===== config.mk =====
export PLATFORM = sky130hd
export DESIGN_NAME = fet_pfq
export DESIGN_NICKNAME = d
export VERILOG_FILES = /design/src/rtl/fet_pfq.sv
export SDC_FILE = /design/constraint.sdc
export NUM_CORES = 1
export LEC_CHECK = 0
export BUFFER_PORTS_ARGS = -buffer_cell sky130_fd_sc_hd__buf_2
export CAP_MARGIN = 5
export CELL_PAD_IN_SITES_DETAIL_PLACEMENT = 1
export CELL_PAD_IN_SITES_GLOBAL_PLACEMENT = 2
export CORE_MARGIN = 8
export CORE_UTILIZATION = 42
export DETAILED_ROUTE_END_ITERATION = 7
export GPL_ROUTABILITY_DRIVEN = 0
export HOLD_SLACK_MARGIN = 0.03
export PLACE_DENSITY = 0.82
export RECOVER_POWER = 25
export SYNTH_ARGS = -nofsm -noshare
export SYNTH_HDL_FRONTEND = slang
export SYNTH_SLANG_ARGS = --single-unit
export TNS_END_PERCENT = 30

===== constraint.sdc =====
create_clock -name i_clk -period 4.05 [get_ports i_clk]
set_input_delay 0.405 -clock i_clk [delete_from_list [all_inputs] [get_ports i_clk]]
set_output_delay 0.405 -clock i_clk [all_outputs]
set_load 0.02 [all_outputs]

===== src/rtl/fet_pfq.sv =====
// Fetch stage with a DEPTH-entry instruction prefetch queue in front of a 1-cycle
// registered instruction memory; a redirect squashes the queue and any in-flight read.
module fet_pfq #(
    parameter logic [31:0] RESET_ADDR = 32'h0000_0000,
    parameter int          DEPTH      = 4
) (
    input  logic                     i_clk,
    input  logic                     i_rst_n,
    input  logic                     i_redirect,
    input  logic [31:0]              i_redirect_pc,
    input  logic                     i_halt,
    output logic                     o_imem_ren,
    output logic [31:0]              o_imem_raddr,
    input  logic [31:0]              i_imem_rdata,
    output logic                     o_vld,
    input  logic                     i_rdy,
    output logic [31:0]              o_inst,
    output logic [31:0]              o_pc,
    output logic [31:0]              o_nxt_pc,
    output logic                     o_flush,
    output logic [$clog2(DEPTH):0]   o_count
);

    localparam int PW = $clog2(DEPTH);
    localparam int CW = PW + 1;
    localparam int SW = CW + 1;

    logic [31:0]   pc_q, pc_d;
    logic          inflight_q, inflight_d;
    logic [31:0]   inflight_pc_q, inflight_pc_d;
    logic          run_q;
    logic [PW-1:0] rd_ptr_q, rd_ptr_d;
    logic [PW-1:0] wr_ptr_q, wr_ptr_d;
    logic [CW-1:0] count_q, count_d;

    logic [31:0]   inst_mem_q [DEPTH];
    logic [31:0]   pc_mem_q   [DEPTH];
    logic [31:0]   nxt_mem_q  [DEPTH];

    logic          pop, push, issue;
    logic [SW-1:0] credit;

    assign pop    = o_vld & i_rdy & ~i_redirect;
    assign push   = inflight_q & ~i_redirect;
    // Occupancy plus the word already in flight, so an accepted issue always has a slot.
    assign credit = SW'(count_q) + SW'(inflight_q) - SW'(pop);
    // run_q keeps the read port quiet during the first cycle out of reset.
    assign issue  = run_q & ~i_halt & ~i_redirect & (credit < SW'(DEPTH));

    // NOTE: every variable gets a default at the top so no path leaves it unassigned (no latch).
    always_comb begin
        pc_d          = pc_q;
        inflight_d    = 1'b0;
        inflight_pc_d = inflight_pc_q;
        rd_ptr_d      = rd_ptr_q;
        wr_ptr_d      = wr_ptr_q;
        count_d       = count_q;
        if (i_redirect) begin
            pc_d     = {i_redirect_pc[31:2], 2'b00};
            rd_ptr_d = '0;
            wr_ptr_d = '0;
            count_d  = '0;
        end else begin
            if (issue) begin
                pc_d          = pc_q + 32'd4;
                inflight_d    = 1'b1;
                inflight_pc_d = pc_q;
            end
            if (push) wr_ptr_d = wr_ptr_q + PW'(1);
            if (pop)  rd_ptr_d = rd_ptr_q + PW'(1);
            count_d = count_q + CW'(push) - CW'(pop);
        end
    end

    // NOTE: sequential state uses non-blocking assignments only.
    always_ff @(posedge i_clk or negedge i_rst_n) begin
        if (!i_rst_n) begin
            pc_q          <= RESET_ADDR;
            inflight_q    <= 1'b0;
            inflight_pc_q <= '0;
            run_q         <= 1'b0;
            rd_ptr_q      <= '0;
            wr_ptr_q      <= '0;
            count_q       <= '0;
        end else begin
            pc_q          <= pc_d;
            inflight_q    <= inflight_d;
            inflight_pc_q <= inflight_pc_d;
            run_q         <= 1'b1;
            rd_ptr_q      <= rd_ptr_d;
            wr_ptr_q      <= wr_ptr_d;
            count_q       <= count_d;
        end
    end

    // NOTE: the storage is reset on purpose so head outputs read zero out of reset.
    always_ff @(posedge i_clk or negedge i_rst_n) begin
        if (!i_rst_n) begin
            for (int i = 0; i < DEPTH; i++) begin
                inst_mem_q[i] <= '0;
                pc_mem_q[i]   <= '0;
                nxt_mem_q[i]  <= '0;
            end
        end else if (push) begin
            inst_mem_q[wr_ptr_q] <= i_imem_rdata;
            pc_mem_q[wr_ptr_q]   <= inflight_pc_q;
            nxt_mem_q[wr_ptr_q]  <= inflight_pc_q + 32'd4;
        end
    end

    assign o_imem_ren   = issue;
    assign o_imem_raddr = pc_q;
    assign o_vld        = (count_q != '0);
    assign o_inst       = inst_mem_q[rd_ptr_q];
    assign o_pc         = pc_mem_q[rd_ptr_q];
    assign o_nxt_pc     = nxt_mem_q[rd_ptr_q];
    assign o_flush      = i_redirect;
    assign o_count      = count_q;

endmodule

==> summary.md <==
| Metric | Value |
|---|---|
| Status | `complete, but fails checks` |
| Violated checks | `capacitance limit, slew limit` |
| Number of inserted filler cells in the final layout | `4,660` |
| Highest-count cells in the layout ignoring fill and taps | `dfrtp_1, mux2_2, buf_2` |
| Buffer cell driving the clock tree root | `clkbuf_16` |
| Crit path arrival time | `3230 ps` |
| Fmax achieved | `0.275 GHz` |
| Worst path required time | `3640 ps` |
| Sequential element share of the synthesized area | `55.5%` |
| Antenna cell count | `0` |
| Type of the worst min-delay path | `input pin to register` |
| Fraction of the cycle the final worst path needs | `89.7%` |
| Synth cell types | `42` |
| Setup_tns | `0 ps` |
| Final routed DRC violation total | `0` |
| Clock tree from TritonCTS | `done` |
| Cell area after layout | `23,000 um2` |
| Number of antenna violations at the first check in global routing | `0` |
| Max FO, Critical Path | `20` |
| Setup repair after global routing missed its margin | `no` |
| # port buffers | `194` |
| Post-detail-place hpwl | `30,800 um` |
| Total die area | `54,100 um2` |
| Worst Tran Pin Value | `2700 ps` |
| TritonRoute pass-1 iters | `4` |
| First-pass GRT wire length | `78,600 um` |
| Die extent in x | `233 um` |
| Total clock sinks | `437` |
| Number of buffers created by CTS | `49` |
| Die span in y | `233 um` |
| Crit Path Category | `register to output port` |
| Area after DPL | `21,200 um2` |
| Starting DRC count in detailed routing | `467` |
| Static Leakage | `10.7 nW` |
| Final Slew Violations | `99` |
| Syn. warnings | `0` |
| Element type at the critical path end | `output port` |
| Overall routed net length | `48,500 um` |
| Vias after detailed routing | `12,076` |
| Antenna-violating nets left | `0` |
| Max_cap viols | `1` |
| Seq. cell area | `10,900 um2` |
| Worst-case vdd ir drop | `469 uV` |
| Row Count | `79` |
| CTS resizes | `0` |
| Area growth from synthesis to layout | `16.8%` |
| Nature of the critical path startpoint | `register` |
| Hold_sp | `i_redirect_pc[28]` |
| Clk slew on worst S/H paths | `60 ps` |
| Number of flip-flops and latches in the synthesized netlist | `437` |
| Clock Latency Late Sink | `580 ps` |
| Final Critical Period | `3630 ps` |
| Slew headroom | `-80.0%` |
| WL/cell | `21.7 um` |
| Share of cells above drive strength 1 | `42.4%` |
| Number of nets in the final layout | `1,674` |
| Origin of the worst setup path | `o_count[1]$_DFF_PN0_` |
| Number of cells produced by synthesis | `1,427` |
| Cell Pwr Density | `665 nW/um2` |
| CTS H-Tree Depth | `2` |
| Boundary pin count | `203` |
| Synth Cell Area | `19,700 um2` |
| Setup violations, final | `0` |
| GR Overflow Total | `0` |
| Final setup skew | `31.2 ps` |
| Area of the multi-input gates | `8260 um2` |
| Final hold violation count | `0` |
| Clock buffer depth | `3` |
| Post-CTS Hold Buffers | `13` |
| Commonest non-fill, non-tap cell in the layout | `dfrtp_1` |
| # Post-CTS Setup Buffers | `0` |
| Critical register-to-register path startpoint | `o_count[1]$_DFF_PN0_` |
| Pin count of the biggest net entering global routing | `123` |
| Vias per Instance | `5.40` |
| Core Footprint | `46,500 um2` |
| Syn Area/Cell | `13.8 um2` |
| Vias in the first global route | `13,818` |
| Global-route usage over all layers | `18.2%` |
| Initial cell density of the core | `42.4%` |
==> through the flow <==
| stage | util (%) | hold slack (ps) | setup WS (ps) | instances | power (mW) |
|---|---|---|---|---|---|
| 6_report | 49.6 | 67.9 | 418 | 2238 | 15.3 |
| 3_5_place_dp | 45.7 | 466 | 956 | 2138 | 10.9 |
| 5_1_grt | 49.6 | 48.0 | 166 | 2238 | 16.2 |
| 4_1_cts | 49.6 | 30.7 | 331 | 2238 | 15.6 |
| 3_3_place_gp | 45.7 | 456 | 993 | 2138 | 10.7 |
| 2_1_floorplan | - | 109 | 946 | 1432 | 9.15 |
==> report_power, final <==
part           total, mW  internal, mW  switching (mW)
logic               4.59          2.10            2.49
clock network       4.59          2.84            1.75
registers           6.12          5.27           0.845
==> layout make-up <==
cell class | count | area share, %
clock buffers | 72 | 6.28
multi-input cells | 870 | 35.9
well taps | 607 | 3.30
clock inverters | 15 | 1.01
inverters | 8 | 0.130
flip-flops and latches | 437 | 47.5
repair buffers | 229 | 5.89
==> metal layers <==
| layer | up-vias | wire length [um] | GRT usage (%) |
|---|---|---|---|
| li1 | 5461 | - | - |
| met2 | 223 | 23700 | 29.8 |
| met1 | 6333 | 21100 | 24.1 |
| met3 | 59 | 2640 | 4.17 |
| met4 | 0 | 1000 | 5.34 |
| met5 | - | 0 | 0 |
==> critical path, cell delays in order, from the launching register on <==
cell	delay, ps
dfrtp_1	430
or3_2	520
nand2_1	160
nor3_1	90
inv_1	70
ha_1	250
a311oi_4	330
nor2_4	120
nor2_8	410
buf_2	260
==> logic make-up after synthesis <==
kind of cell / synth area share, %
AND/OR/NAND/NOR: 5.44
flip-flops: 55.5
other: 0.0381
buffers and inverters: 2.88
adder cells (fa/ha/maj): 0.673
AO/OA/AOI/OAI: 4.70
XOR/XNOR: 2.80
multiplexers: 28.0
==> path summary, 6_finish.rpt <==
check                           slack [ps]                            end  cells past startpoint
worst max-delay path                   420                     o_imem_ren                      9
worst min-delay path                    70   o_imem_raddr[28]$_DFFE_PN0P_                      3
worst max register to register         980  inflight_pc_q[31]$_DFFE_PN0P_                     10
worst min register to register         480      nxt_mem_q[73]$_DFFE_PN0P_                      2
max in group asynchronous              860        rd_ptr_q[1]$_DFFE_PN0P_                      3
min in group asynchronous             1240    inst_mem_q[118]$_DFFE_PN0P_                      2
==> cell usage after synthesis <==
library cell | count | area share [%]
a22o_1 | 1 | 0.044
a311oi_4 | 1 | 0.13
and2_1 | 6 | 0.19
and3_1 | 11 | 0.35
and4_1 | 3 | 0.13
and4bb_2 | 1 | 0.063
buf_1 | 21 | 0.40
buf_12 | 3 | 0.30
buf_2 | 1 | 0.025
buf_4 | 7 | 0.27
buf_6 | 3 | 0.17
clkbuf_1 | 82 | 1.6
conb_1 | 2 | 0.038
dfrtp_1 | 437 | 55
fa_1 | 1 | 0.10
ha_1 | 9 | 0.57
inv_1 | 8 | 0.15
mux2_2 | 266 | 15
mux2_4 | 29 | 2.2
mux2i_1 | 2 | 0.10
mux4_2 | 92 | 11
nand2_1 | 155 | 3.0
nand2b_1 | 1 | 0.032
nand3_1 | 15 | 0.38
nand4_1 | 8 | 0.25
nor2_1 | 17 | 0.32
nor2_4 | 1 | 0.057
nor2_8 | 1 | 0.10
nor2b_1 | 3 | 0.095
nor3_1 | 8 | 0.20
nor4_1 | 3 | 0.095
o2111ai_1 | 15 | 0.67
o211ai_1 | 10 | 0.38
o21ai_0 | 128 | 3.2
o21ai_1 | 7 | 0.18
o311ai_1 | 1 | 0.044
or2_2 | 2 | 0.063
or3_2 | 1 | 0.038
or4_1 | 1 | 0.038
or4b_4 | 1 | 0.070
xnor2_1 | 32 | 1.4
xor2_1 | 31 | 1.4
==> registers in the layout (all words and copies together), names as in the netlist <==
| register | count |
|---|---|
| inflight_pc_q | 30 |
| inflight_q | 1 |
| inst_mem_q | 128 |
| nxt_mem_q | 120 |
| o_count | 3 |
| o_imem_raddr | 30 |
| pc_mem_q | 120 |
| rd_ptr_q | 2 |
| run_q | 1 |
| wr_ptr_q | 2 |
No activity file was read; power rests on OpenSTA's default activity.
